### src/rtl/rf_sched_pkg.sv
// Shared types and constants for the decision-tree sample scheduler.
package rf_sched_pkg;

  typedef enum logic [2:0] {
    S_IDLE,
    S_WAIT_AVAI,
    S_RUN,
    S_SETTLE,
    S_FINISH
  } sched_state_e;

  // Cycles spent after a completed sample so RAM read-select and availability can update.
  localparam int SETTLE_CYCLES = 2;
  localparam int SETTLE_CNT_W  = (SETTLE_CYCLES > 1) ? $clog2(SETTLE_CYCLES) : 1;

endpackage

### src/rtl/dtp_sample_scheduler.sv
// Sequences a group of decision-tree processors through a session of samples,
// handshaking with the attribute RAM and guarding the availability wait with a watchdog.
module dtp_sample_scheduler
  import rf_sched_pkg::*;
#(
  parameter int N_DTPS       = 4,
  parameter int SAMPLE_CNT_W = 16,
  parameter int TIMEOUT_W    = 12
) (
  input  logic                    clk,
  input  logic                    rst,
  input  logic                    i_run,
  input  logic                    i_abort,
  input  logic [SAMPLE_CNT_W-1:0] i_num_samples,
  output logic                    o_att_ram_start,
  output logic                    o_att_ram_end,
  input  logic                    i_is_att_ram_avai,
  input  logic                    i_is_sample_done,
  output logic [N_DTPS-1:0]       o_dtp_start,
  input  logic [N_DTPS-1:0]       i_dtp_done,
  output logic [N_DTPS-1:0]       o_att_ram_switch,
  output logic                    o_busy,
  output logic                    o_session_done,
  output logic [SAMPLE_CNT_W-1:0] o_sample_cnt,
  output logic                    o_timeout_err
);

  sched_state_e            state, nxt;
  logic [SAMPLE_CNT_W-1:0] num_lat;
  logic [SAMPLE_CNT_W-1:0] cnt_inc;
  logic [N_DTPS-1:0]       done_mask;
  logic [N_DTPS-1:0]       done_seen;
  logic [TIMEOUT_W-1:0]    wd;
  logic [TIMEOUT_W-1:0]    wd_inc;
  logic [SETTLE_CNT_W-1:0] settle_cnt;
  logic                    all_done;
  logic                    wd_expired;
  logic                    settle_last;
  logic                    aborting;

  // Drain status is advisory only: the availability wait already covers it.
  logic unused_sample_done;
  assign unused_sample_done = i_is_sample_done;

  assign done_seen   = done_mask | i_dtp_done;
  assign all_done    = &done_seen;
  assign cnt_inc     = o_sample_cnt + SAMPLE_CNT_W'(1);
  assign wd_inc      = wd + TIMEOUT_W'(1);
  assign wd_expired  = &wd_inc;
  assign settle_last = (settle_cnt == SETTLE_CNT_W'(SETTLE_CYCLES - 1));
  assign aborting    = i_abort && (state inside {S_WAIT_AVAI, S_RUN, S_SETTLE});

  always_comb begin
    nxt = state;
    case (state)
      S_IDLE:      if (i_run) nxt = (i_num_samples == '0) ? S_FINISH : S_WAIT_AVAI;
      S_WAIT_AVAI: begin
        if (i_is_att_ram_avai) nxt = S_RUN;
        else if (wd_expired)   nxt = S_FINISH;
      end
      S_RUN:       if (all_done) nxt = (cnt_inc == num_lat) ? S_FINISH : S_SETTLE;
      S_SETTLE:    if (settle_last) nxt = S_WAIT_AVAI;
      S_FINISH:    nxt = S_IDLE;
      default:     nxt = S_IDLE;
    endcase
    if (aborting) nxt = S_FINISH;
  end

  always_ff @(posedge clk) begin
    if (rst) begin
      state            <= S_IDLE;
      num_lat          <= '0;
      done_mask        <= '0;
      wd               <= '0;
      settle_cnt       <= '0;
      o_busy           <= 1'b0;
      o_att_ram_start  <= 1'b0;
      o_att_ram_end    <= 1'b0;
      o_session_done   <= 1'b0;
      o_dtp_start      <= '0;
      o_att_ram_switch <= '0;
      o_sample_cnt     <= '0;
      o_timeout_err    <= 1'b0;
    end else begin
      state            <= nxt;
      // Outputs decoded from the next state so they line up with the state register.
      o_busy           <= (nxt != S_IDLE);
      o_att_ram_start  <= (nxt == S_WAIT_AVAI);
      o_att_ram_end    <= (nxt == S_FINISH);
      o_session_done   <= (nxt == S_FINISH);
      o_dtp_start      <= (state == S_WAIT_AVAI && nxt == S_RUN) ? '1 : '0;
      o_att_ram_switch <= (state == S_RUN) ? (i_dtp_done & ~done_mask) : '0;

      case (state)
        S_IDLE: begin
          if (i_run) begin
            num_lat       <= i_num_samples;
            o_sample_cnt  <= '0;
            o_timeout_err <= 1'b0;
          end
        end
        S_WAIT_AVAI: begin
          if (!i_is_att_ram_avai) begin
            wd <= wd_inc;
            if (wd_expired && !i_abort) o_timeout_err <= 1'b1;
          end
        end
        S_RUN: begin
          done_mask <= done_seen;
          if (all_done && !i_abort) o_sample_cnt <= cnt_inc;
        end
        S_SETTLE: settle_cnt <= settle_cnt + SETTLE_CNT_W'(1);
        default: ;
      endcase

      // Entry initialisation overrides the per-state updates above.
      if (nxt == S_WAIT_AVAI && state != S_WAIT_AVAI) wd <= '0;
      if (nxt == S_RUN && state != S_RUN) begin
        done_mask <= '0;
        wd        <= '0;
      end
      if (nxt == S_SETTLE && state != S_SETTLE) settle_cnt <= '0;
    end
  end

endmodule

### config.mk
export PLATFORM = sky130hd
export DESIGN_NAME = dtp_sample_scheduler
export DESIGN_NICKNAME = d
export VERILOG_FILES = /design/src/rtl/rf_sched_pkg.sv /design/src/rtl/dtp_sample_scheduler.sv
export SDC_FILE = /design/constraint.sdc
export NUM_CORES = 1
export LEC_CHECK = 0
export ABC_AREA = 1
export CAP_MARGIN = 20
export CORE_MARGIN = 2
export CORE_UTILIZATION = 55
export CTS_BUF_LIST = sky130_fd_sc_hd__clkbuf_4
export CTS_CLUSTER_DIAMETER = 50
export DETAILED_ROUTE_END_ITERATION = 16
export HOLD_SLACK_MARGIN = 0.12
export PLACE_DENSITY_LB_ADDON = 0.1
export REMOVE_ABC_BUFFERS = 1
export SLEW_MARGIN = 20
export SYNTH_ARGS = -nofsm -noshare
export SYNTH_HDL_FRONTEND = slang
export SYNTH_SLANG_ARGS = --single-unit
export TNS_END_PERCENT = 5
### constraint.sdc
create_clock -name clk -period 2.3 [get_ports clk]
set_input_delay 0.23 -clock clk [delete_from_list [all_inputs] [get_ports clk]]
set_output_delay 0.23 -clock clk [all_outputs]
set_load 0.03 [all_outputs]
==> run_results.csv, run 1 <==
group,metric,value,unit
run_status,run_status,"finished with violations",
run_status,violations_in_the_final_reports,"setup timing",
critical_path,critPathMostFrequentCell,"sky130_fd_sc_hd__nand2_1",
floorplan,initial_core_util,56.57,%
critical_path,arrival,2650,ps
job,number_of_maximum_capacitance_violations,0,
clock_tree,cts_htree_levels,3,
worst_hold_path,hp-start,"i_dtp_done[2]",
placement,finalWeightedCongestion,0.8760,
sta,setup_viol,13,
logic_synthesis,post_synthesis_cell_type_with_the_largest_combined_area,"sky130_fd_sc_hd__dfxtp_1",
clock_tree,root_buffer,"sky130_fd_sc_hd__clkbuf_4",
layout,areaGrowthSynthToFinish,27.72,%
logic_synthesis,synth-edff-count,0,
drt,totalWireLength,8414,um
critical_path,crit_path_start_kind,"flop",
clock_tree,worst_setup_hold_path_clk_slew,110,ps
layout,drive_above_1_share,11.43,%
sta,hold_vio_cnt_final,0,
logic_synthesis,seq_area_frac_synth,36.46,%
grt,grt_util_met1,32.24,%
sta,final_min_period_over_clock_period,101.7,%
drt,post_drt_wl_per_cell,12.73,um
clock_tree,cts-buffers-inserted,9,
floorplan,die-width,82.04,um
pwr,static-leakage-power,1.731,nW
grt,first_global_vias,3116,
drt,post_drt_via_cell_ratio,5.287,
pwr,ir_worst_vdd,396.2,uV
grt,grt-ovfl-total,0,
sta,worst-slew-pin-transition,383.8,ps
critical_path,worst_setup_path_startpoint,"wd[0]$_SDFFE_PP0P_",
clock_tree,cts_setup_buffers,0,
clock_tree,cts_hold_buf,0,
sta,final-max-slew-violation-count,0,
sta,maxClockFrequency,0.4276,GHz
clock_tree,largest_buffer_count_on_any_clock_path,2,
logic_synthesis,ys_top_cells_by_count,"sky130_fd_sc_hd__nand2_1 (127), sky130_fd_sc_hd__nor2_1 (64), sky130_fd_sc_hd__dfxtp_1 (61), sky130_fd_sc_hd__inv_1 (61), sky130_fd_sc_hd__nand3_1 (43)",
floorplan,design.portCount,55,
grt,gr-usage-all-layers,26.19,%
logic_synthesis,postSynth.asyncResetShare,0,%
placement,dpl_cell_area,0.004076,mm2
critical_path,worstPathRequired,2610,ps
floorplan,placement_rows,28,
logic_synthesis,synth.top_cell.area_share,36.46,%
logic_synthesis,synthesis.yosys.warnings,0,
logic_synthesis,synthCells,508,
drt,drc_markers,0,
clock_tree,ctsResizeCount,7,
logic_synthesis,yosys_most_used_dff,"sky130_fd_sc_hd__dfxtp_1",
clock_tree,cts.sinks,61,
sta,finClkSkew,6.871,ps
logic_synthesis,mean_area_per_synthesized_cell,6.593,um2
logic_synthesis,synthTopCellsByArea,"sky130_fd_sc_hd__dfxtp_1 (36%), sky130_fd_sc_hd__nand2_1 (14%), sky130_fd_sc_hd__nor2_1 (7.2%)",
grt,antenna_found_initial,0,
drt,detailedRoute.firstIterationViolations,140,
pwr,power.density,604.0,mW/mm2
sta,holdWs,388.2,ps
layout,antenna_cells_inserted,0,
sta,fin_crit,2339,ps
placement,detailed_place_hpwl,6084,um
floorplan,die_height,82.04,um
critical_path,timing.critical_path.slowest_stage_cell,"sky130_fd_sc_hd__dfxtp_1",
drt,drt_first_pass_iters,4,
critical_path,cp_cell_sequence,"ha_1 -> nand3_1 -> nor2_4 -> nand2_1 -> nor2_1 -> nand2_1 -> nand2_1 -> nand2_1 -> nor2_1 -> nand2_1 -> a21oi_1 -> nand4_2 -> nand2_2 -> nand2_2 -> nand2_4 -> nor2_1",
grt,met2_usage,44.72,%
logic_synthesis,synth_area,0.003349,mm2
critical_path,path_delay_family,"simple AND/OR/NAND/NOR gates",
clock_tree,insertion_delay,410,ps
logic_synthesis,synth_most_common_cell,"sky130_fd_sc_hd__nand2_1",
sta,rsz_0062_raised_after_global_routing,"true",
drt,dr_total_vias,3495,
floorplan,coreArea,0.005921,mm2
layout,final_net_count,610,
floorplan,die_area,0.006731,mm2
logic_synthesis,yosys_register_bits,61,
layout,finish.instance_area,0.004278,mm2
critical_path,critical_path_class,"flop to flop",
critical_path,worstPathMaxFanout,12,
critical_path,end_kind,"flop",
clock_tree,cts_tree,"done",
grt,grt_pass1_wl,13460,um
grt,top_usage_layer,"met2",
grt,groute.layer.met3.usage,3.846,%
placement,port-buffer-count,53,
sta,normalized_max_slew_margin,74.32,%
critical_path,crit_buf_inv,0,
drt,antenna_left,0,
sta,setup_slack,-38.87,ps
critical_path,delay_of_the_slowest_cell_on_the_worst_path,380,ps
logic_synthesis,synth.lib_cells_used.distinct,33,
grt,maximum_number_of_pins_on_one_net_before_global_route_repair,31,
critical_path,timing.rr.start,"wd[0]$_SDFFE_PP0P_",
worst_hold_path,timing.hold.worst.class,"input pin to flop",
[worst min-delay path: cells and delay by family]
kind	cells	cell delay, ps
buf+inv	2	500
simple gates	1	50
[per-layer routing]
metal  up-vias  wire length (um)
li1       1790                 -
met1      1585              3627
met2       103              4092
met3        17               473
met4         0               221
met5         -                 0
[worst paths after layout]
kind / to / slack [ps] / depth (start not counted)
worst min register to register: o_att_ram_switch[3]$_SDFF_PP0_ / 460 / 1
worst min-delay path: o_att_ram_switch[2]$_SDFF_PP0_ / 390 / 3
worst max register to register: wd[6]$_SDFFE_PP0P_ / -40 / 16
worst max-delay path: wd[6]$_SDFFE_PP0P_ / -40 / 16
[cell usage in the layout (no fill, tap or decap), types with 2 or more instances in the layout]
master and n:
sky130_fd_sc_hd__xnor2_1 2, sky130_fd_sc_hd__a2bb2oi_1 3, sky130_fd_sc_hd__dfxtp_2 3, sky130_fd_sc_hd__nor3_1 10, sky130_fd_sc_hd__nand3_1 43, sky130_fd_sc_hd__nand2_2 4, sky130_fd_sc_hd__nand3b_1 2, sky130_fd_sc_hd__nor3_2 2
sky130_fd_sc_hd__clkinvlp_4 2, sky130_fd_sc_hd__clkbuf_4 9, sky130_fd_sc_hd__a21oi_1 34, sky130_fd_sc_hd__nor2_4 5, sky130_fd_sc_hd__o21bai_1 3, sky130_fd_sc_hd__bufinv_16 2, sky130_fd_sc_hd__or2_2 3, sky130_fd_sc_hd__xor2_1 4
sky130_fd_sc_hd__o21ai_0 34, sky130_fd_sc_hd__nand2_1 127, sky130_fd_sc_hd__xnor3_1 2, sky130_fd_sc_hd__clkinv_2 3, sky130_fd_sc_hd__buf_4 25, sky130_fd_sc_hd__nand4_1 12, sky130_fd_sc_hd__dfxtp_1 58, sky130_fd_sc_hd__inv_1 61
sky130_fd_sc_hd__ha_1 2, sky130_fd_sc_hd__nor2_1 63, sky130_fd_sc_hd__nor2_2 5, sky130_fd_sc_hd__clkdlybuf4s50_1 53
[kinds of logic (layout without fill, tap and decap cells)]
kind of cell	after synthesis	after routing	synth area share (%)
buffers and inverters	77	155	9.376
DFF	61	61	36.46
xor gates and xnor gates	9	9	3.623
and+or+nand+nor	280	280	36.87
adders and majority gates	3	3	1.121
AOI/OAI and AO/OA	77	77	12.25
muxes	1	1	0.2989
[where the power goes]
group	switching, mW	internal (mW)
clock	0.426	0.434
combinational	0.329	0.220
sequential	0.0441	1.13
total	0.798	1.79
[metrics by stage]
step	util, %	worst slack, ps	instances	TNS, ps	total power [mW]
floorplan	-	-42.01	492	-476.4	1.524
global placement	68.85	-10.70	645	-83.00	1.714
detailed placement	68.85	-106.2	645	-1146	1.732
CTS	71.96	2.745	661	0	2.591
global route	72.25	-266.2	661	-3626	2.704
finish	72.25	-38.87	661	-263.3	2.584
[state kept, by name (all words and copies together), names as in the netlist]
name and cells:
done_mask 4, num_lat 16, o_att_ram_start 1, o_att_ram_switch 4, o_busy 1, o_dtp_start 1, o_sample_cnt 16, o_session_done 1
o_timeout_err 1, settle_cnt 1, state 3, wd 12
[area by class of cell]
type | instances | area [um2]
clock inverter | 7 | 90.09
fill | 499 | 1643
clock buffer | 9 | 67.56
tap | 75 | 93.84
sequential | 61 | 1225
timing repair buffer | 78 | 718.2
multi-input combinational | 370 | 1854
inverter | 61 | 229.0
(Power assumes the default switching activity.)
==> inputs of run 2 (changes only) <==
- CAP_MARGIN: 20 -> 15
==> results of run 2 <==
The final DEF is identical to that of run 1; final timing and power are the same.
==> inputs of run 3 (changes only) <==
- MAX_ROUTING_LAYER: unset -> met4
- SKIP_CTS_REPAIR_TIMING: unset -> 1
==> run 3 against run 2 <==
The run still ends with setup timing left. Fmax decreased by 6.6%. Total power grew 1.4%. Sequential power is essentially flat. Critical path type unchanged. Highest routed layer unchanged.
==> run_results.csv, run 3 (synthesis results as in run 1) <==
group,metric,value,unit
critical_path,timing.rr.start,"o_sample_cnt[1]$_SDFFE_PP0P_",
worst_hold_path,timing.hold.worst.class,"input pin to flop",
floorplan,die-width,82.04,um
sta,maxClockFrequency,0.3994,GHz
clock_tree,cts.sinks,61,
clock_tree,worst_setup_hold_path_clk_slew,110,ps
placement,finalWeightedCongestion,0.8905,
layout,areaGrowthSynthToFinish,31.34,%
worst_hold_path,worstHoldEndpoint,"o_att_ram_switch[2]$_SDFF_PP0_",
clock_tree,cts_htree_levels,3,
critical_path,worstPathRequired,2620,ps
critical_path,reg2reg_slack,-200,ps
floorplan,die_height,82.04,um
grt,maximum_number_of_pins_on_one_net_before_global_route_repair,31,
sta,final_min_period_over_clock_period,108.9,%
job,number_of_maximum_capacitance_violations,0,
sta,holdWs,383.6,ps
grt,first_global_vias,3107,
clock_tree,insertion_delay,420,ps
layout,final_net_count,618,
layout,drive_above_1_share,14.98,%
layout,fillers,479,
clock_tree,largest_buffer_count_on_any_clock_path,2,
drt,drt_first_pass_iters,6,
run_status,violations_in_the_final_reports,"setup timing",
floorplan,die_area,0.006731,mm2
critical_path,worst_r2r_endpoint,"wd[5]$_SDFFE_PP0P_",
sta,final-max-slew-violation-count,0,
sta,tns,-2514,ps
critical_path,worstPathMaxFanout,6,
placement,port-buffer-count,53,
pwr,ir_worst_vdd,468.6,uV
drt,detailedRoute.firstIterationViolations,129,
worst_hold_path,worstHoldPathCells,3,
sta,hold_vio_cnt_final,0,
clock_tree,cts-buffers-inserted,9,
floorplan,placement_rows,28,
run_status,run_status,"finished with violations",
critical_path,r2r_cells,19,
placement,detailed_place_hpwl,6084,um
critical_path,critical_path_class,"flop to flop",
sta,setup_viol,19,
drt,post_drt_wl_per_cell,13.21,um
sta,fin_crit,2504,ps
drt,antenna_left,0,
drt,dr_total_vias,3559,
critical_path,arrival,2830,ps
grt,grt_pass1_wl,13370,um
sta,worst-slew-pin-transition,381.4,ps
layout,mostFrequentLayoutCell,"sky130_fd_sc_hd__nand2_1",
clock_tree,root_buffer,"sky130_fd_sc_hd__clkbuf_4",
pwr,static-leakage-power,1.789,nW
grt,antenna_found_initial,0,
critical_path,end_kind,"flop",
sta,rsz_0062_raised_after_global_routing,"true",
floorplan,design.portCount,55,
floorplan,initial_core_util,56.57,%
layout,antenna_cells_inserted,0,
floorplan,coreArea,0.005921,mm2
sta,normalized_max_slew_margin,74.48,%
drt,drc_markers,0,
worst_hold_path,hp-start,"i_dtp_done[2]",
pwr,power.density,595.7,mW/mm2
clock_tree,cts_tree,"done",
critical_path,crit_path_start_kind,"flop",
drt,post_drt_via_cell_ratio,5.320,
drt,totalWireLength,8840,um
layout,biggestRegsByFlops,"num_lat (16), o_sample_cnt (16), wd (12)",
sta,setup_slack,-204.0,ps
layout,mostFrequentLayoutCells,"sky130_fd_sc_hd__nand2_1 (122), sky130_fd_sc_hd__nor2_1 (62), sky130_fd_sc_hd__inv_1 (60), sky130_fd_sc_hd__dfxtp_1 (56), sky130_fd_sc_hd__clkdlybuf4s50_1 (53)",
grt,gr-usage-all-layers,26.73,%
sta,finClkSkew,8.955,ps
grt,grt-ovfl-total,0,
-- run 3: cell types whose count changed in the layout (fill, tap and decap cells not counted), sizes merged --
cell,previous run,this run
buf,25,32
nand2,132,133
-- run 3: worst max-delay path, cell delays in order (launching register included) --
cell,delay (ps)
sky130_fd_sc_hd__dfxtp_2,370
sky130_fd_sc_hd__ha_4,160
sky130_fd_sc_hd__nand2_4,60
sky130_fd_sc_hd__nor2_4,220
sky130_fd_sc_hd__buf_4,160
sky130_fd_sc_hd__nand2_1,60
sky130_fd_sc_hd__nand3_1,60
sky130_fd_sc_hd__nand2_1,50
sky130_fd_sc_hd__inv_1,60
sky130_fd_sc_hd__nand2_2,60
sky130_fd_sc_hd__nor2_2,100
sky130_fd_sc_hd__nand3_1,80
sky130_fd_sc_hd__nor2_1,110
sky130_fd_sc_hd__nand2_1,90
sky130_fd_sc_hd__nand2_2,100
sky130_fd_sc_hd__nand2_2,70
sky130_fd_sc_hd__inv_2,40
sky130_fd_sc_hd__nand4_1,220
sky130_fd_sc_hd__nand2_2,260
sky130_fd_sc_hd__nor2_1,70
-- run 3: metal layers --
layer | vias to the layer above | routed length (um) | GRT usage (%)
met5 | - | 0 | -
met4 | 0 | 231 | 12.50
met3 | 21 | 543 | 3.846
met2 | 121 | 4342 | 44.23
met1 | 1612 | 3722 | 32.06
li1 | 1805 | - | -
-- run 3: area by class of cell --
class	instances	area (um2)	share of cell area (%)
clock buffer	9	67.56	1.536
multi-input combinational	371	1917	43.57
clock inverter	7	90.09	2.048
tap	75	93.84	2.133
sequential	61	1227	27.90
inverter	61	229.0	5.205
timing repair buffer	85	774.5	17.61
-- run 3: stage by stage --
step | instances | power, mW | util, % | setup slack (ps) | area, um2
2_1_floorplan | 492 | 1.524 | - | -42.01 | 3264
4_1_cts | 661 | 2.587 | 71.51 | -136.5 | 4234
3_5_place_dp | 645 | 1.732 | 68.85 | -106.2 | 4076
5_1_grt | 669 | 2.732 | 74.30 | -405.4 | 4399
6_report | 669 | 2.621 | 74.30 | -204.0 | 4399
3_3_place_gp | 645 | 1.714 | 68.85 | -10.70 | 4076
-- run 3: worst max-delay path by stage --
| stage | slack [ps] | start | to |
|---|---|---|---|
| after floorplan | -40 | o_sample_cnt[0]$_SDFFE_PP0P_ | wd[0]$_SDFFE_PP0P_ |
| after global placement | -10 | i_num_samples[9] | wd[6]$_SDFFE_PP0P_ |
| after detailed placement | -110 | wd[0]$_SDFFE_PP0P_ | wd[11]$_SDFFE_PP0P_ |
| after CTS | -140 | o_sample_cnt[0]$_SDFFE_PP0P_ | wd[9]$_SDFFE_PP0P_ |
| after global routing | -410 | o_sample_cnt[1]$_SDFFE_PP0P_ | wd[5]$_SDFFE_PP0P_ |
| final | -200 | o_sample_cnt[1]$_SDFFE_PP0P_ | wd[5]$_SDFFE_PP0P_ |
-- run 3: where the power goes --
| part | internal, mW | switching [mW] |
|---|---|---|
| clock network | 0.434 | 0.437 |
| registers | 1.13 | 0.0444 |
| logic | 0.228 | 0.346 |
